<file path="config.mk">
export PLATFORM = sky130hd
export DESIGN_NAME = inst_fetch
export DESIGN_NICKNAME = d
export VERILOG_FILES = /design/src/rtl/inst_fetch.sv
export SDC_FILE = /design/constraint.sdc
export NUM_CORES = 1
export LEC_CHECK = 0
export ABC_AREA = 1
export ABC_CLOCK_PERIOD_IN_PS = 9800
export BUFFER_PORTS_ARGS = -buffer_cell sky130_fd_sc_hd__buf_2
export CAP_MARGIN = 10
export CORE_MARGIN = 3
export CORE_UTILIZATION = 50
export CTS_BUF_LIST = sky130_fd_sc_hd__clkbuf_8
export DETAILED_ROUTE_END_ITERATION = 10
export GPL_ROUTABILITY_DRIVEN = 0
export GPL_TIMING_DRIVEN = 0
export PLACE_DENSITY = 0.72
export SYNTH_ARGS = -nofsm -noshare
export SYNTH_HDL_FRONTEND = slang
export SYNTH_SLANG_ARGS = --single-unit
</file>
<file path="constraint.sdc">
create_clock -name clock -period 9.8 [get_ports clock]
set_input_delay 1.96 -clock clock [delete_from_list [all_inputs] [get_ports clock]]
set_output_delay 1.96 -clock clock [all_outputs]
set_load 0.05 [all_outputs]
</file>
<file path="src/rtl/inst_fetch.sv">
// Instruction fetch stage: owns the fetch PC, issues word reads over a
// req/ack handshake and buffers returned words in a 2-entry queue for decode.
module inst_fetch #(
  parameter logic [31:0] RESET_PC = 32'h0000_0000
) (
  input  logic        clock,
  input  logic        reset,
  input  logic        stall,
  input  logic        redirect,
  input  logic [31:0] redirect_pc,
  output logic        imem_req,
  output logic [31:0] imem_addr,
  input  logic        imem_ack,
  input  logic [31:0] imem_rdata,
  output logic        inst_valid,
  output logic [31:0] pc,
  output logic [31:0] inst
);

  localparam int unsigned XLEN = 32;
  localparam logic [XLEN-1:0] NOP = 32'h0000_0013;

  typedef enum logic [1:0] {
    IDLE  = 2'd0,
    FETCH = 2'd1,
    DROP  = 2'd2
  } state_e;

  state_e            state_q, state_d;
  logic [1:0]        count_q, count_d;
  logic [XLEN-1:0]   fetch_pc_q, fetch_pc_d;
  logic [XLEN-1:0]   addr_q, addr_d;
  logic [XLEN-1:0]   pc0_q, pc0_d, inst0_q, inst0_d;
  logic [XLEN-1:0]   pc1_q, pc1_d, inst1_q, inst1_d;

  logic              pending;
  logic              pop;
  logic              push;
  logic [1:0]        cnt_after;
  logic [1:0]        wr_idx;
  logic [XLEN-1:0]   target;
  logic [XLEN-1:0]   rpc;

  // Next-state: request handshake, redirect flush and queue push/pop
  always_comb begin
    state_d    = state_q;
    count_d    = count_q;
    fetch_pc_d = fetch_pc_q;
    addr_d     = addr_q;
    pc0_d      = pc0_q;
    inst0_d    = inst0_q;
    pc1_d      = pc1_q;
    inst1_d    = inst1_q;
    push       = 1'b0;
    cnt_after  = count_q;
    target     = fetch_pc_q;
    wr_idx     = 2'd0;

    pending = (state_q != IDLE);
    pop     = (count_q != 2'd0) && !stall && !redirect;
    rpc     = redirect_pc & ~32'h0000_0003;

    if (pending && !imem_ack) begin
      // Request outstanding: it must be held; a redirect only marks it stale
      if (redirect) begin
        count_d    = 2'd0;
        fetch_pc_d = rpc;
        if (state_q == FETCH) state_d = DROP;
      end else begin
        count_d = count_q - 2'(pop);
      end
    end else begin
      push = (state_q == FETCH) && imem_ack && !redirect;
      if (redirect) begin
        cnt_after = 2'd0;
        target    = rpc;
      end else begin
        cnt_after = count_q - 2'(pop) + 2'(push);
        target    = fetch_pc_q;
      end
      count_d = cnt_after;
      if (cnt_after < 2'd2) begin
        addr_d     = target;
        fetch_pc_d = target + 32'd4;
        state_d    = FETCH;
      end else begin
        state_d = IDLE;
      end
    end

    // Shift queue: head always in slot 0; emptied head keeps its last value
    if (pop && (count_q == 2'd2)) begin
      pc0_d   = pc1_q;
      inst0_d = inst1_q;
    end
    if (push) begin
      wr_idx = count_q - 2'(pop);
      if (wr_idx == 2'd0) begin
        pc0_d   = addr_q;
        inst0_d = imem_rdata;
      end else begin
        pc1_d   = addr_q;
        inst1_d = imem_rdata;
      end
    end
  end

  // State and queue registers with asynchronous clear
  always_ff @(posedge clock or posedge reset) begin
    if (reset) begin
      state_q    <= IDLE;
      count_q    <= 2'd0;
      fetch_pc_q <= RESET_PC;
      addr_q     <= RESET_PC;
      pc0_q      <= RESET_PC;
      inst0_q    <= NOP;
      pc1_q      <= RESET_PC;
      inst1_q    <= NOP;
    end else begin
      state_q    <= state_d;
      count_q    <= count_d;
      fetch_pc_q <= fetch_pc_d;
      addr_q     <= addr_d;
      pc0_q      <= pc0_d;
      inst0_q    <= inst0_d;
      pc1_q      <= pc1_d;
      inst1_q    <= inst1_d;
    end
  end

  assign imem_req   = (state_q != IDLE);
  assign imem_addr  = addr_q;
  assign inst_valid = (count_q != 2'd0);
  assign pc         = pc0_q;
  assign inst       = inst0_q;

endmodule

</file>
== After elaboration in Yosys (flattened, before gate mapping) ==
Cells that the tools add are included.

* $add $sub $neg: 3
* $mul: 0
* Div/mod/pow operators: 0
* Magnitude comparators: 1
* Equality and inequality tests: 4
* Shift operators: 0
* Muxes and demuxes: 19
* Bitwise gates (word level): 2
* Reduce and logical (&&, ||, !) cells: 16

{| class="wikitable"
|+ Operators by type and width
! operator !! count
|-
| two-way mux 32 bit || 10
|-
| adder 32 x 3 -> 32 bit, second input constant || 1
|-
| two-way mux 2 bit || 7
|-
| logical AND 1 bit || 6
|-
| AND reduction 2 bit || 3
|-
| nonzero test 2 bit || 3
|-
| zero test 1 bit || 3
|-
| adder 2 x 1 -> 2 bit || 1
|-
| equality test 2 x 1 -> 1 bit, second input constant || 1
|-
| equality test 2 bit, second input constant || 1
|-
| zero test 2 bit || 1
|-
| less-than comparator 2 bit, second input constant || 1
|-
| two-way mux 1 bit || 2
|-
| inequality test 2 x 1 -> 1 bit, second input constant || 1
|-
| inequality test 2 bit, second input constant || 1
|-
| NOT 1 bit || 2
|-
| subtractor 2 x 1 -> 2 bit || 1
|}

* Bits in registers: 196
* Latch bits: 0
* Bits in writable memories: 0
* Memory bits (read-only): 0
* Memories kept: 0

== Depth between registers and ports, before layout ==
Gate-level depths: netlist (run 1).

* Word-level depth: 10
* Gate-level depth with buffers: 17
* Gate-level depth less buffers: 14

== Least setup slack after synthesis (run 1) ==
Ideal clock, no wire load.

* Path kind: input to register
* From: in redirect
* To: reg fetch_pc_q[3]
* Data arrival time: 4.091 ns
* Required time: 9.666 ns
* Path slack: 5.575 ns
* Stages on the path: 15
* Cells stage by stage: buf_6 buf_6 nor3_4 clkbuf_1 ha_1 inv_1 ha_1 nor2_1 nor2_1 inv_1 nand2_1 buf_2 inv_1 nand2_1 o211ai_1

* Cells in the longest elaborated chain, start to end: 8
* Elaborated cells between the ends (all ways): 14
* Those cells by class: 3 x add/sub; 1 x order compare; 6 x mux; 4 x reduce/logical

{| class="wikitable"
|+ RTL lines
! what !! line !! RTL
|-
| from (decl) || 9 || <nowiki>input logic redirect,</nowiki>
|-
| zero test 1 bit || 60, 73 ||
|-
| logical AND 1 bit || 60 || <nowiki>pop = (count_q != 2'd0) && !stall && !redirect;</nowiki>
|-
| subtractor 2 x 1 -> 2 bit || 78 || <nowiki>cnt_after = count_q - 2'(pop) + 2'(push);</nowiki>
|-
| adder 2 x 1 -> 2 bit || 78 ||
|-
| two-way mux 2 bit || 74 || <nowiki>if (redirect) begin</nowiki>
|-
| two-way mux 2 bit || 63 || <nowiki>if (pending && !imem_ack) begin</nowiki>
|-
| less-than comparator 2 bit || 82 || <nowiki>if (cnt_after < 2'd2) begin</nowiki>
|-
| nonzero test 2 bit (no line) || - ||
|-
| to (signal assigned) || 122 || <nowiki>fetch_pc_q <= fetch_pc_d;</nowiki>
|-
| to (decl) || 31 || <nowiki>logic [XLEN-1:0] fetch_pc_q, fetch_pc_d;</nowiki>
|}

Parallel ways exist; a longest one is shown, timed or not. The select of a mux whose other input is x is not followed.
A chain may end at the register's enable or synchronous reset.

== Final worst setup path (run 1) ==
* From: in redirect
* To: reg fetch_pc_q[23]

The elaborated chain is that of the path after synthesis.

==> flow_summary.ini, run 1 <==
[cells_and_area]
final_nets = 1408
layout-drive-gt1-share = 0.196
instances_no_fill = 1578
area_growth_pct = 16.4
diodes = 0
num-fill-cells = 1645
final_core_util = 0.600

[worst_setup_path]
required_ns = 10.21
path_class = in2reg
cp.arrival_ns = 4.94
endpoint_kind = flip-flop
cp_slowest_cell = clkbuf_1
cp_top_family = buffers and inverters
worstPathMaxFanout = 10
path_cells = buf_6 > buf_6 > nor3_4 > clkbuf_1 > ha_1 > inv_1 > ha_1 > nand2_1 > nand2_1 > nor2_1 > nand2_1 > buf_2 > clkbuf_1 > nand3_1 > nand2_1
crit_top_cell = nand2_1
crit_path_start_kind = input port
path_depth = 15
rr_worst_depth = 15
worst-path-buf-inv = 6
cpPeakStageDelay_ns = 0.49

[timing]
fmax_mhz = 221
setup_viol = 0
slew_viol_final = 0
finalSetupTns_ns = 0
fin_crit_sh = 0.462
skew_ns = 0.0188
max_slew_margin = 0.567
worst_slew_pin_slew_ns = 0.643
hold_viol_final = 0
grt_setup_unrepaired = no
period_needed_ns = 4.53

[hold_path]
hp-class = reg2reg
holdPathStages = 2

[logic_synthesis]
ys_ff_latch = 196
syn_nets = 1225
syn_inst = 1153
yosysSeqAreaShare = 0.525
postSynthAreaPerCell_um2 = 8.11
yosysWarnings = 0
synthesis.area_um2 = 9350
yosysUniqueCellTypes = 35

[cts]
htree_levels = 4
cts.clk_slew.worst_paths_ns = 0.10
ctsResizeCount = 0
cts_tree = done
clk_latency_ns = 0.48
post_cts_buffers = 0
cts_buffers = 17
cts_hold_buf = 0
cts_buffer_depth = 2
root_buffer = clkbuf_8
cts_sinks = 196

[drt]
drt_iter0_drc = 498
first_pass_iters = 5
postRouteAntennaNets = 0
wl_per_cell_um = 15.5
num_vias = 8109
wirelength_mm = 24.5
drcViolationCount = 0
vias_per_cell = 5.14

[grt]
grt_max_degree = 107
grt_overflow_total = 0
grt_antenna_before_repair = 0
track_usage = 0.241
grt_pass1_vias = 7751
grt_pass1_wl_mm = 39.0

[floorplan]
die_h_um = 143
core_area_um2 = 18100
dieArea_um2 = 20400
die_w_um = 143
ioPinCount = 167
initial_core_util = 0.515
rows = 49

[status]
outcome = finished clean

[place]
io_buffer_count = 163
dp.cells = 1546
hpwlAfterDp_mm = 18.3

[pwr]
irDropWorstVdd_mv = 0.130
leakage_nw = 5.73
powerDensity_nw_per_um2 = 306
totalPowerFinal_w = 0.00333

[flow_run]
drv_cap = 0
cells by family after synthesis:
kind of cell	synth area share
flops	0.525
simple gates	0.207
mux	0.0145
buf+inv	0.102
fa+ha+maj	0.00401
compound gates	0.147
xor+xnor	0.000937
cell usage after synthesis, drive strengths merged:
master / instances / area (um^2)
nand2: 328 / 1240
dfrtp: 190 / 4750
inv: 173 / 649
o21ai: 168 / 848
nor2: 62 / 265
nand3: 51 / 260
o211ai: 51 / 383
buf: 36 / 204
clkbuf: 25 / 93.8
nand4: 18 / 113
a31oi: 15 / 93.8
mux2: 12 / 135
dfstp: 6 / 158
a21oi: 3 / 15.0
ha: 3 / 37.5
nor3: 3 / 26.3
o31ai: 2 / 15.0
a211oi: 1 / 7.51
clkinv: 1 / 3.75
nand3b: 1 / 7.51
nor4: 1 / 21.3
o21a: 1 / 7.51
or2: 1 / 6.26
xor2: 1 / 8.76
layout make-up:
cell class                      instances  area [um^2]  area share
Buffer                                 61          298      0.0274
Clock inverter                         15          161      0.0148
Clock buffer                           17          234      0.0215
Tap cell                              229          287      0.0263
Multi-Input combinational cell        722         3490       0.320
Sequential cell                       196         4910       0.451
Inverter                              174          661      0.0607
Timing Repair Buffer                  164          843      0.0775
per-stage QoR:
step	setup WS (ns)	instance area (um^2)	hold WS [ns]
5_1_grt	5.06	10900	0.502
2_1_floorplan	2.51	9350	0.444
3_3_place_gp	0.301	10500	0.456
6_report	5.27	10900	0.484
3_5_place_dp	4.81	10500	0.461
4_1_cts	5.31	10900	0.487
flip-flops by register name (all words and copies together) (netlist names):
name,count
fetch_pc_q,32
imem_addr,32
inst1_q,32
inst,32
pc1_q,32
pc,32
count_q,2
state_q,2
cells in the final DEF, fill, tap and decap left out, types with 2 or more instances in the layout:
master and instances:
a21oi_1 3, a31oi_1 15, buf_1 5, buf_2 188, buf_4 2, buf_6 4
clkbuf_1 25, clkbuf_8 17, clkinv_4 2, clkinvlp_4 2, dfrtp_1 190, dfstp_2 6
ha_1 3, inv_1 171, inv_6 5, inv_8 4, mux2_2 12, nand2_1 326
nand2_2 2, nand3_1 50, nand4_1 18, nor2_1 53, nor2_2 7, nor2_4 2
nor3_1 2, o211ai_1 51, o21ai_0 114, o21ai_1 52, o21ai_2 2, o31ai_1 2
worst min-delay path, stage by stage, from the launching register on:
cell	delay [ns]
dfrtp_1	0.35
nand2_1	0.05
nand2_1	0.05
report_power, final:
part           total (W)  internal (W)  switching [W]  leakage (nW)
sequential       0.00132       0.00113       0.000192          2.41
combinational    0.00148      0.000381        0.00110          3.12
clock           0.000525      0.000213       0.000313         0.197
routing by layer:
layer / up-vias / share of wire / global-route usage
li1: 4078 / - / -
met1: 3718 / 0.45 / 0.344
met2: 279 / 0.46 / 0.382
met3: 34 / 0.069 / 0.0419
met4: 0 / 0.021 / 0.0725
met5: - / 0 / 0
path summary, 6_finish.rpt:
| kind | start | end | slack [ns] |
|---|---|---|---|
| max | redirect | fetch_pc_q[23] | 5.27 |
| min | fetch_pc_q[23] | fetch_pc_q[23] | 0.48 |
| max reg2reg | count_q[1] | fetch_pc_q[23] | 6.40 |
| min reg2reg | fetch_pc_q[23] | fetch_pc_q[23] | 0.48 |
| max in group asynchronous | reset | pc1_q[12] | 7.25 |
| min in group asynchronous | reset | fetch_pc_q[23] | 1.58 |
Power figures use the tool's default switching activity.
==> run 2: changes to the inputs <==
Settings changed: ABC_AREA 1 to 0, ABC_CLOCK_PERIOD_IN_PS 9800 to 4300, PLACE_DENSITY 0.72 to 0.71.
Clock period 9.8 ns to 4.3 ns, I/O delays scaled along.
==> run 2 against run 1 <==
Compared with the run above:
- register-to-register slack got worse by 5.3 ns
- flip-flop and latch count did not move
- die area rose by 3.0%
- via count fell by 10%
- worst setup slack got worse by 5.1 ns
- wire length fell by 4.1%
- largest power group unchanged
- hold slack got worse by 0.0088 ns
- clock power rose by 140%
- sequential share of layout area fell by 1.7 points
- clock skew fell by 0.0027 ns
- largest cell class unchanged
==> flow_summary.ini, run 2 <==
[worst_setup_path]
reg2reg_to = fetch_pc_q[29]
path_cells = buf_2 > buf_6 > buf_8 > buf_8 > buf_4 > buf_2 > buf_4 > nor3b_1 > ha_1 > inv_1 > ha_1 > xnor3_2 > nor2_1 > buf_1 > nor4_2 > xnor2_1 > mux2i_1
required_ns = 4.63
cp_slowest_cell = buf_1
path_class = in2reg
cp.arrival_ns = 4.42
rr_startpoint = count_q[1]
rr_worst_depth = 11
endpoint_kind = flip-flop
reg2reg_slack_ns = 1.14
worstPathMaxFanout = 19
crit_path_start_kind = input port
cpPeakStageDelay_ns = 0.51

[cells_and_area]
layout_common_cells = dfrtp_1, buf_2, mux2i_1, nor2_1, a21oi_1
diodes = 0
layout-drive-gt1-share = 0.304
area_growth_pct = 17.4
num-fill-cells = 1627
layout_commonest_cell = dfrtp_1
final_nets = 1138

[timing]
grt_setup_unrepaired = no
fmax_mhz = 244
finalSetupTns_ns = 0
whs_ns = 0.475
setup_viol = 0
slew_viol_final = 0
period_needed_ns = 4.09
worst_slew_pin_slew_ns = 0.703
fin_crit_sh = 0.952
max_slew_margin = 0.531
worst_slack_ns = 0.206
hold_viol_final = 0
skew_ns = 0.0162

[place]
post-place-ws_ns = -0.921
hpwlAfterDp_mm = 17.3
io_buffer_count = 164

[floorplan]
dieArea_um2 = 21000
rows = 50
die_w_um = 145
ioPinCount = 167
die_h_um = 145
core_area_um2 = 18800
initial_core_util = 0.512

[logic_synthesis]
yosysUniqueCellTypes = 57
yosys_most_used_dff = dfrtp_1
synth_area_leaders = dfrtp_1, mux2i_1, mux2_2
synthesis.area_um2 = 9640
syn_nets = 951
synthTopCellsByCount = dfrtp_1, mux2i_1, nor2_1
yosys.area.top_type = dfrtp_1
synthArstFlopShare = 1.00
yosysWarnings = 0
synth.most_common_cell = dfrtp_1
synth_edf_count = 0
ys_ff_latch = 196
synth.top_cell.area_share = 0.493
syn_inst = 879
yosysSeqAreaShare = 0.510
postSynthAreaPerCell_um2 = 11.0

[status]
outcome = finished clean

[cts]
cts_buffer_depth = 2
root_buffer = clkbuf_8
cts_hold_buf = 0
cts_sinks = 196
post_cts_buffers = 0
htree_levels = 4
cts_tree = done
clk_latency_ns = 0.46
ctsResizeCount = 2
cts.clk_slew.worst_paths_ns = 0.10
cts_buffers = 17

[pwr]
seqPwrFrac = 0.410
internal-power_w = 0.00407
totalPowerFinal_w = 0.00735
p_clk_frac = 0.175
irDropWorstVdd_mv = 0.289
p_sw_w = 0.00328
switching_share = 0.447
leakage_nw = 4.88
powerDensity_nw_per_um2 = 649
comb_power_share = 0.416

[drt]
postRouteAntennaNets = 0
routed-wl-met2_mm = 11.0
top_layer_used = met4
wl_met1_mm = 10.9
wirelength_mm = 23.5
first_pass_iters = 5
drcViolationCount = 0
wl_met3_mm = 1.19
vias_per_cell = 5.44
wl_per_cell_um = 17.5
drt_iter0_drc = 327
num_vias = 7285

[flow_run]
drv_cap = 0

[grt]
grt_antenna_before_repair = 0
grt_pass1_vias = 7020
grt_overflow_total = 0
track_usage = 0.225
grt_pass1_wl_mm = 37.0
grt_max_degree = 43

[hold_path]
hp-class = in2async
## run 2: how the worst max path moves through the flow
stage / startpoint / endpoint / slack, ns / cells past startpoint
finish: redirect / fetch_pc_q[29] / 0.21 / 17
global route: redirect / fetch_pc_q[26] / 0.01 / 17
CTS: redirect / fetch_pc_q[30] / 0.01 / 17
detailed placement: redirect / fetch_pc_q[13] / -0.92 / 18
global placement: redirect / fetch_pc_q[13] / -0.91 / 18
floorplan: redirect / imem_addr[0] / 0.28 / 15
## run 2: layout make-up
class	count	area, um^2	area share
clock buffers	17	234	0.0207
clock inverters	15	191	0.0169
flip-flops and latches	196	4910	0.434
well taps	260	325	0.0287
repair buffers	169	921	0.0814
plain buffers	53	289	0.0255
inverters	4	18.8	0.00166
multi-input cells	625	4430	0.391
## run 2: per-layer routing
metal / track usage / up-vias
li1: - / 3483
met1: 0.322 / 3579
met2: 0.356 / 203
met3: 0.0398 / 20
met4: 0.0569 / 0
met5: 0 / -
## run 2: cell families (layout without fill, tap and decap cells)
group,after synthesis,after routing,share of synthesized area
AOI/OAI and AO/OA,144,144,0.0857
xor gates and xnor gates,52,52,0.0487
adders and majority gates,3,3,0.00389
buffers and inverters,58,258,0.0314
DFF,196,196,0.510
muxes,180,180,0.196
and+or+nand+nor,246,246,0.125
## run 2: through the flow
step                      cell area, um^2   util  std cells
after floorplan                      9640      -        879
after global placement              10800  0.573       1303
after detailed placement            10900  0.578       1308
after CTS                           11300  0.601       1339
after global routing                11300  0.601       1339
final                               11300  0.601       1339
## run 2: critical path, delay by kind of cell
| family | cells | cell delay [ns] |
|---|---|---|
| buffers and inverters | 9 | 1.91 |
| multiplexers | 1 | 0.10 |
| XOR/XNOR | 2 | 0.52 |
| adder cells (fa/ha/maj) | 2 | 0.55 |
| AND/OR/NAND/NOR | 3 | 0.46 |
## run 2: power groups by stage
stage / registers (W) / logic (W) / clock network, W
after floorplan: 0.00429 / 0.000998 / 0
after global placement: 0.00303 / 0.00301 / 0
after detailed placement: 0.00305 / 0.00307 / 0
after CTS: 0.00301 / 0.00308 / 0.00132
after global routing: 0.00310 / 0.00328 / 0.00139
final: 0.00301 / 0.00306 / 0.00128
